$ cat config.mk
export PLATFORM = sky130hd
export DESIGN_NAME = w2r_ptr_sync
export DESIGN_NICKNAME = d
export VERILOG_FILES = /design/src/rtl/fifo_pkg.sv /design/src/rtl/gray_to_binary.sv /design/src/rtl/w2r_ptr_sync.sv
export SDC_FILE = /design/constraint.sdc
export NUM_CORES = 1
export LEC_CHECK = 0
export CORE_UTILIZATION = 40
export DETAILED_ROUTE_END_ITERATION = 12
export PLACE_DENSITY = 0.72
export SLEW_MARGIN = 15
export SYNTH_ARGS = -nofsm -noshare
export SYNTH_HDL_FRONTEND = slang
export SYNTH_SLANG_ARGS = --single-unit
$ cat constraint.sdc
create_clock -name r_clk -period 4.7 [get_ports r_clk]
set_input_delay 0.94 -clock r_clk [delete_from_list [all_inputs] [get_ports r_clk]]
set_output_delay 0.94 -clock r_clk [all_outputs]
set_load 0.01 [all_outputs]
$ cat src/rtl/fifo_pkg.sv
// Shared async-FIFO pointer definitions: pointer width plus Gray/popcount helpers
// used on both sides of the clock crossing.
package fifo_pkg;

  localparam int ADDR_W = 5;

  // Inverse of BinaryToGray: each binary bit is the XOR of all Gray bits at or above it.
  function automatic logic [ADDR_W-1:0] gray2bin(input logic [ADDR_W-1:0] g);
    logic [ADDR_W-1:0] b;
    b[ADDR_W-1] = g[ADDR_W-1];
    for (int i = ADDR_W - 2; i >= 0; i--) begin
      b[i] = b[i+1] ^ g[i];
    end
    return b;
  endfunction

  function automatic int unsigned popcount(input logic [ADDR_W-1:0] v);
    int unsigned n;
    n = 0;
    for (int i = 0; i < ADDR_W; i++) begin
      n += 32'(v[i]);
    end
    return n;
  endfunction

endpackage

$ cat src/rtl/gray_to_binary.sv
// Combinational Gray-to-binary converter, counterpart of BinaryToGray.
module gray_to_binary #(
  parameter int W = 5
) (
  input  logic [W-1:0] gray,
  output logic [W-1:0] bin
);

  // Reduction per bit rather than a ripple chain keeps the net graph acyclic.
  for (genvar gi = 0; gi < W; gi++) begin : g_bit
    assign bin[gi] = ^gray[W-1:gi];
  end

endmodule

$ cat src/rtl/w2r_ptr_sync.sv
// Read-domain receiver for the FIFO write pointer: Gray synchronizer, binary
// conversion, read occupancy, almost-empty and a sticky Gray-coherency flag.
module w2r_ptr_sync
  import fifo_pkg::*;
#(
  parameter int SYNC_STAGES = 2,
  parameter int AE_THRESH   = 2
) (
  input  logic              r_clk,
  input  logic              r_reset,
  input  logic [ADDR_W-1:0] w_add_gray_async,
  input  logic [ADDR_W-1:0] r_add,
  input  logic              gray_err_clr,
  output logic [ADDR_W-1:0] w_add_synched,
  output logic [ADDR_W-1:0] rd_level,
  output logic              almost_empty,
  output logic              sync_valid,
  output logic              gray_err
);

  localparam logic [2:0]        WARM_MAX = 3'(SYNC_STAGES + 1);
  localparam logic [ADDR_W-1:0] AE_LIM   = ADDR_W'(AE_THRESH);

  logic [ADDR_W-1:0] stage_reg [SYNC_STAGES];
  logic [ADDR_W-1:0] sync_last;
  logic [ADDR_W-1:0] bin_next;
  logic [ADDR_W-1:0] w_add_reg;
  logic [ADDR_W-1:0] level_reg;
  logic [ADDR_W-1:0] level_next;
  logic [ADDR_W-1:0] prev_g_reg;
  logic [2:0]        warm_reg;
  logic              ae_reg;
  logic              err_reg;
  logic              err_set;

  // Bare flop chain: nothing may sit between stages so each can resolve.
  for (genvar gi = 0; gi < SYNC_STAGES; gi++) begin : g_sync
    if (gi == 0) begin : g_first
      always_ff @(posedge r_clk or posedge r_reset) begin
        if (r_reset) stage_reg[gi] <= '0;
        else         stage_reg[gi] <= w_add_gray_async;
      end
    end else begin : g_rest
      always_ff @(posedge r_clk or posedge r_reset) begin
        if (r_reset) stage_reg[gi] <= '0;
        else         stage_reg[gi] <= stage_reg[gi-1];
      end
    end
  end

  assign sync_last = stage_reg[SYNC_STAGES-1];

  gray_to_binary #(.W(ADDR_W)) u_g2b (
    .gray (sync_last),
    .bin  (bin_next)
  );

  assign level_next = w_add_reg - r_add;
  assign sync_valid = (warm_reg == WARM_MAX);
  assign err_set    = sync_valid && (popcount(prev_g_reg ^ sync_last) > 1);

  always_ff @(posedge r_clk or posedge r_reset) begin
    if (r_reset) begin
      w_add_reg  <= '0;
      level_reg  <= '0;
      ae_reg     <= 1'b1;
      prev_g_reg <= '0;
      warm_reg   <= '0;
      err_reg    <= 1'b0;
    end else begin
      w_add_reg  <= bin_next;
      level_reg  <= level_next;
      ae_reg     <= (level_next <= AE_LIM);
      prev_g_reg <= sync_last;
      if (warm_reg != WARM_MAX) warm_reg <= warm_reg + 3'd1;
      // A fresh violation outranks a clear arriving in the same cycle.
      if (err_set)           err_reg <= 1'b1;
      else if (gray_err_clr) err_reg <= 1'b0;
    end
  end

  assign w_add_synched = w_add_reg;
  assign rd_level      = level_reg;
  assign almost_empty  = ae_reg;
  assign gray_err      = err_reg;

endmodule

==> metrics.cfg, run 1 <==
[clock_network]
cts_resized=0
htree_num_levels=2
post_cts_buffers=0
cts_tree=yes
hold_buffers=0
root_buffer=clkbuf_4
numCtsBuffers=5
clock_sinks=29
clkTransAtPathRegs_ps=90
clock_path_buffers=2
clock_latency_ps=320

[synthesis]
yosysTopAreaCell=dfrtp_1
syn_inst=79
ys_ff_latch=29
synth_fp_nets=101
yosysTopAreaCellShare_pct=62.3
syn_area_sq_um=1120
synthTopCellsByArea=dfrtp_1 (62%), ha_1 (7.8%), xnor2_1 (5.5%)
syn_avg_cell_area_sq_um=14.2
yosysUniqueCellTypes=18
yosys_warnings=0
synth.yosys.seq_area_share_pct=64.6

[drt]
dr.pass1.iters=2
drc=0
postRouteAntennaNets=0
via_count=648
viasPerCell=4.63
drt-total-wl_um=1700
initialDrtViolationCount=2
wire_per_inst_um=12.2

[status]
outcome=finished, final reports clean

[finish]
finalNetCount=132
area_delta_synth_final_pct=31.4
nFillCells=231
antenna_cells=0
drive_above_1_share_pct=10.0

[floorplan]
die_h_um=55.0
core_area_sq_um=2570
dieArea_sq_um=3030
ios=26
rows=18
start_util_pct=43.8
die_w_um=55.0

[sta]
maxSlewViolCount=0
whs_ps=354
max_freq_ghz=0.381
setup_viol=0
period_share_pct=55.9
tns_ps=0
slew_headroom_pct=34.1
hold_viol_final=0
rsz0062_at_grt=no
tightest_slew_ps=983
fin_worst_skew_ps=9.75
layout_min_cycle_time_ps=2630

[place]
routabilityCongestion=0.718
io_buffers=25
dpl.hpwl_um=1290

[worst_setup_path]
worstSetupPathType=reg -> out
crit_path_end_kind=output port
r2r_slack_ps=2820
worstSetupStartpointType=flop
regToRegStartpoint=w_add_synched[0]$_DFF_PP0_
critPathLaunch=warm_reg[1]$_DFFE_PP0N_
critPathArrivalTime_ps=1690
slowest_stage=clkdlybuf4s50_1
cp_cell_sequence=ha_1 -> ha_1 -> clkdlybuf4s50_1
crit_fanout=6
ff2ff_path_depth=7
crit_required_ps=3760
crit_top_cell=ha_1
crit_path_max_incr_delay_ps=580

[global_routing]
overflow=0
grt_pass1_wl_um=2710
grt_usage_pct=14.5
grt_max_degree=30
antenna_found_initial=0
grt_pass1_vias=692

[run]
drv_cap=0

[power_and_ir_drop]
ir_drop_mv=0.315
p_per_area_nw_per_um2=431
p_leak_nw=0.669

[worst_hold_path]
holdPathStages=0
hold_start=stage_reg[8]$_DFF_PP0_
hold_class=reg -> reg

-- layer usage --
layer / track usage (%) / vias to the layer above / wire, um
met5: 0 / - / 0
met4: 10.0 / 0 / 78
met3: 8.47 / 10 / 127
met2: 25.9 / 26 / 889
met1: 11.3 / 307 / 609
li1: - / 305 / -
-- layout by cell type, fill, tap and decap left out, drive strengths merged, types with 2 or more instances in the layout --
| master | Yosys | routed |
|---|---|---|
| a21oi | 2 | 2 |
| clkbuf | 0 | 5 |
| clkdlybuf4s50 | 0 | 25 |
| clkinv | 0 | 2 |
| dfrtp | 28 | 28 |
| fa | 2 | 2 |
| ha | 7 | 7 |
| inv | 12 | 11 |
| nand2 | 3 | 3 |
| nor2 | 2 | 2 |
| o21ai | 2 | 2 |
| xnor2 | 8 | 8 |
| xor2 | 6 | 6 |
-- critical path: cells and delay by family, from the launching register on --
| kind | cells | cell delay [ps] |
|---|---|---|
| flip-flops | 1 | 380 |
| adder cells (fa/ha/maj) | 2 | 410 |
| buffers and inverters | 1 | 580 |
-- stage by stage --
| stage | total power, W | std cells | cell area (sq um) | setup WS, ps | util [%] |
|---|---|---|---|---|---|
| floorplan | 0.000378 | 79 | 1120 | 2370 | - |
| global placement | 0.000451 | 133 | 1410 | 1910 | 54.7 |
| detailed placement | 0.000458 | 133 | 1410 | 1810 | 54.7 |
| CTS | 0.000649 | 140 | 1480 | 2050 | 57.6 |
| global route | 0.000677 | 140 | 1480 | 1970 | 57.6 |
| finish | 0.000636 | 140 | 1480 | 2070 | 57.6 |
-- cell families (layout without fill, tap and decap cells) --
group | Yosys count | in the layout | synth area share (%)
compound gates | 6 | 6 | 3.89
xor+xnor | 14 | 14 | 11.6
fa+ha+maj | 9 | 9 | 11.3
buf+inv | 13 | 44 | 4.67
flops | 29 | 29 | 64.6
mux | 1 | 1 | 1.00
simple gates | 7 | 7 | 2.89
-- area by class of cell --
type	count	area (sq um)	area share [%]
Timing Repair Buffer	25	250	16.9
Clock inverter	2	35.0	2.37
Inverter	12	45.0	3.05
Multi-Input combinational cell	37	345	23.4
Sequential cell	29	727	49.2
Tap cell	30	37.5	2.54
Clock buffer	5	37.5	2.54
-- power by group --
| group | switching, W | internal [W] | leakage [nW] |
|---|---|---|---|
| Sequential | 0.0000133 | 0.000283 | 0.331 |
| Clock | 0.0000790 | 0.000108 | 0.0410 |
| Combinational | 0.0000673 | 0.0000850 | 0.297 |
| Total | 0.000160 | 0.000477 | 0.669 |
-- synth_stat cells (all sizes together) --
| master | instances |
|---|---|
| mux2 | 1 |
| dfstp | 1 |
| nand3b | 1 |
| a22o | 1 |
| inv | 12 |
| dfrtp | 28 |
| o21ai | 2 |
| a2111oi | 1 |
| nand2b | 1 |
| xor2 | 6 |
| nand2 | 3 |
| ha | 7 |
| fa | 2 |
| xnor2 | 8 |
| a21oi | 2 |
| buf | 1 |
| nor2 | 2 |
-- worst paths after layout --
path                                           to
setup reg to reg           almost_empty$_DFF_PP1_
hold / removal             sync_last[3]$_DFF_PP0_
max in group asynchronous   rd_level[0]$_DFF_PP0_
hold reg to reg            sync_last[3]$_DFF_PP0_
min in group asynchronous   rd_level[3]$_DFF_PP0_
setup / recovery                       sync_valid
Note: power is estimated with default switching activity, not from simulation.
==> inputs of run 2 (changes only) <==
PLACE_DENSITY = 0.75   (was 0.72)
clock period = 2.34 ns   (was 4.7 ns; I/O delays follow)
==> metrics.cfg, run 2 (synthesis results as in run 1) <==
[status]
outcome=finished, final reports clean

[clock_network]
numCtsBuffers=5  ; unchanged
root_buffer=clkbuf_4
cts_tree=yes
clock_path_buffers=2  ; unchanged
htree_num_levels=2  ; unchanged
cts_resized=0  ; unchanged
post_cts_buffers=0  ; unchanged
clock_sinks=29  ; unchanged
hold_buffers=0  ; unchanged
clkTransAtPathRegs_ps=100  ; about the same
clock_latency_ps=330  ; about the same

[sta]
fin_worst_skew_ps=7.47  ; -2.27 ps
whs_ps=355  ; +0.986 ps
rsz0062_at_grt=no
maxSlewViolCount=0  ; unchanged
max_freq_ghz=0.454
layout_min_cycle_time_ps=2200
tns_ps=0  ; unchanged
hold_viol_final=0  ; unchanged
tightest_slew_ps=353  ; -630 ps
setup_viol=0  ; unchanged
period_share_pct=94.1
slew_headroom_pct=76.5  ; +42 points

[power_and_ir_drop]
total_power_w=0.00134  ; +110%
p_leak_nw=0.686  ; +2.5%
p_per_area_nw_per_um2=887  ; +110%
ir_drop_mv=0.621  ; +97%

[worst_setup_path]
critPathBufInv=1  ; unchanged
crit_path_end_kind=output port
crit_path_max_incr_delay_ps=590  ; about the same
ff2ff_path_depth=7  ; unchanged
regToRegStartpoint=sync_last[0]$_DFF_PP0_
r2r-end=gray_err$_DFFE_PP0P_
slowest_stage=clkdlybuf4s50_1
crit_fanout=6  ; unchanged
crit_required_ps=1870  ; -1890 ps
worstSetupStartpointType=flop
r2r_slack_ps=460  ; -2360 ps
crit_top_cell=ha_1
critPathArrivalTime_ps=1730  ; +40 ps
cp_cell_sequence=ha_1 -> ha_1 -> clkdlybuf4s50_1
worstSetupPathType=reg -> out
cpLargestDelayFamily=buffers and inverters

[finish]
antenna_cells=0  ; unchanged
layout_commonest_cell=dfrtp_1
fin_area_sq_um=1510  ; +2.1%
area_delta_synth_final_pct=34.1
nFillCells=231  ; unchanged
drive_above_1_share_pct=12.4  ; +2.4 points
layout_common_cells=dfrtp_1 (28), clkdlybuf4s50_1 (25), inv_1 (12), xnor2_1 (7), ha_1 (7)
finalNetCount=134  ; +1.5%

[floorplan]
start_util_pct=43.8  ; unchanged
core_area_sq_um=2570  ; unchanged
ios=26  ; unchanged
die_h_um=55.0  ; unchanged
dieArea_sq_um=3030  ; unchanged
die_w_um=55.0  ; unchanged
rows=18  ; unchanged

[global_routing]
overflow=0  ; unchanged
grt_pass1_vias=692  ; unchanged
grt_max_degree=30  ; unchanged
antenna_found_initial=0  ; unchanged
grt_pass1_wl_um=2830  ; +4.4%
grt_usage_pct=14.9  ; +0.46 points

[place]
dpl.hpwl_um=1260  ; -2.8%
postPlaceCellArea_sq_um=1420  ; +1.1%
io_buffers=25  ; unchanged
routabilityCongestion=0.699  ; -2.5%

[drt]
via_count=656  ; +1.2%
initialDrtViolationCount=0  ; -2
wire_per_inst_um=11.8  ; -3.2%
postRouteAntennaNets=0  ; unchanged
viasPerCell=4.59  ; -0.89%
drt-total-wl_um=1690  ; -1.1%
drc=0  ; unchanged
dr.pass1.iters=1  ; -1

[worst_hold_path]
hold_start=stage_reg[6]$_DFF_PP0_
hold_class=reg -> reg
hold_end=sync_last[1]$_DFF_PP0_
holdPathStages=0  ; unchanged

[run]
drv_cap=0  ; unchanged

==> run 2: changes by cell type in the layout (fill, tap and decap cells not counted), sizes merged <==
cell,delta
buf,+2
clkinv,-2
clkbuf,+1
clkinvlp,+1
inv,+1
==> run 2: layout make-up <==
class	count	area (sq um)	area share [%]
Multi-Input combinational cell	37	345	22.9
Clock buffer	6	51.3	3.40
Clock inverter	2	37.5	2.49
Tap cell	30	37.5	2.49
Inverter	12	45.0	2.99
Timing Repair Buffer	27	265	17.6
Sequential cell	29	727	48.2
==> run 2: worst max-delay path by stage <==
| stage | startpoint | to | slack [ps] | depth (start not counted) |
|---|---|---|---|---|
| final | warm_reg[0]$_DFFE_PP0N_ | sync_valid | 140 | 3 |
| after global routing | warm_reg[0]$_DFFE_PP0N_ | sync_valid | 50 | 3 |
| after CTS | warm_reg[0]$_DFFE_PP0N_ | sync_valid | 110 | 3 |
| after detailed placement | r_add[0] | almost_empty$_DFF_PP1_ | -50 | 7 |
| after global placement | r_add[0] | almost_empty$_DFF_PP1_ | 40 | 7 |
| after floorplan | r_add[0] | almost_empty$_DFF_PP1_ | 480 | 6 |
==> run 2: power by group <==
group	leakage (nW)	switching (W)	internal (W)
Combinational	0.310	0.000134	0.000175
Sequential	0.331	0.0000271	0.000569
Clock	0.0445	0.000179	0.000254
==> run 2: metal layers <==
layer	up-vias	GRT usage [%]	wire length [um]
li1	310	-	-
met1	321	12.6	652
met2	23	26.3	900
met3	2	8.20	106
met4	0	10.0	26
met5	-	0	0
==> run 2: stage by stage <==
step	setup WS (ps)	utilization (%)	std cells
after floorplan	483	-	79
after global placement	35.6	55.3	135
after detailed placement	-46.5	55.3	135
after CTS	115	58.8	143
after global routing	50.0	58.8	143
final	139	58.8	143
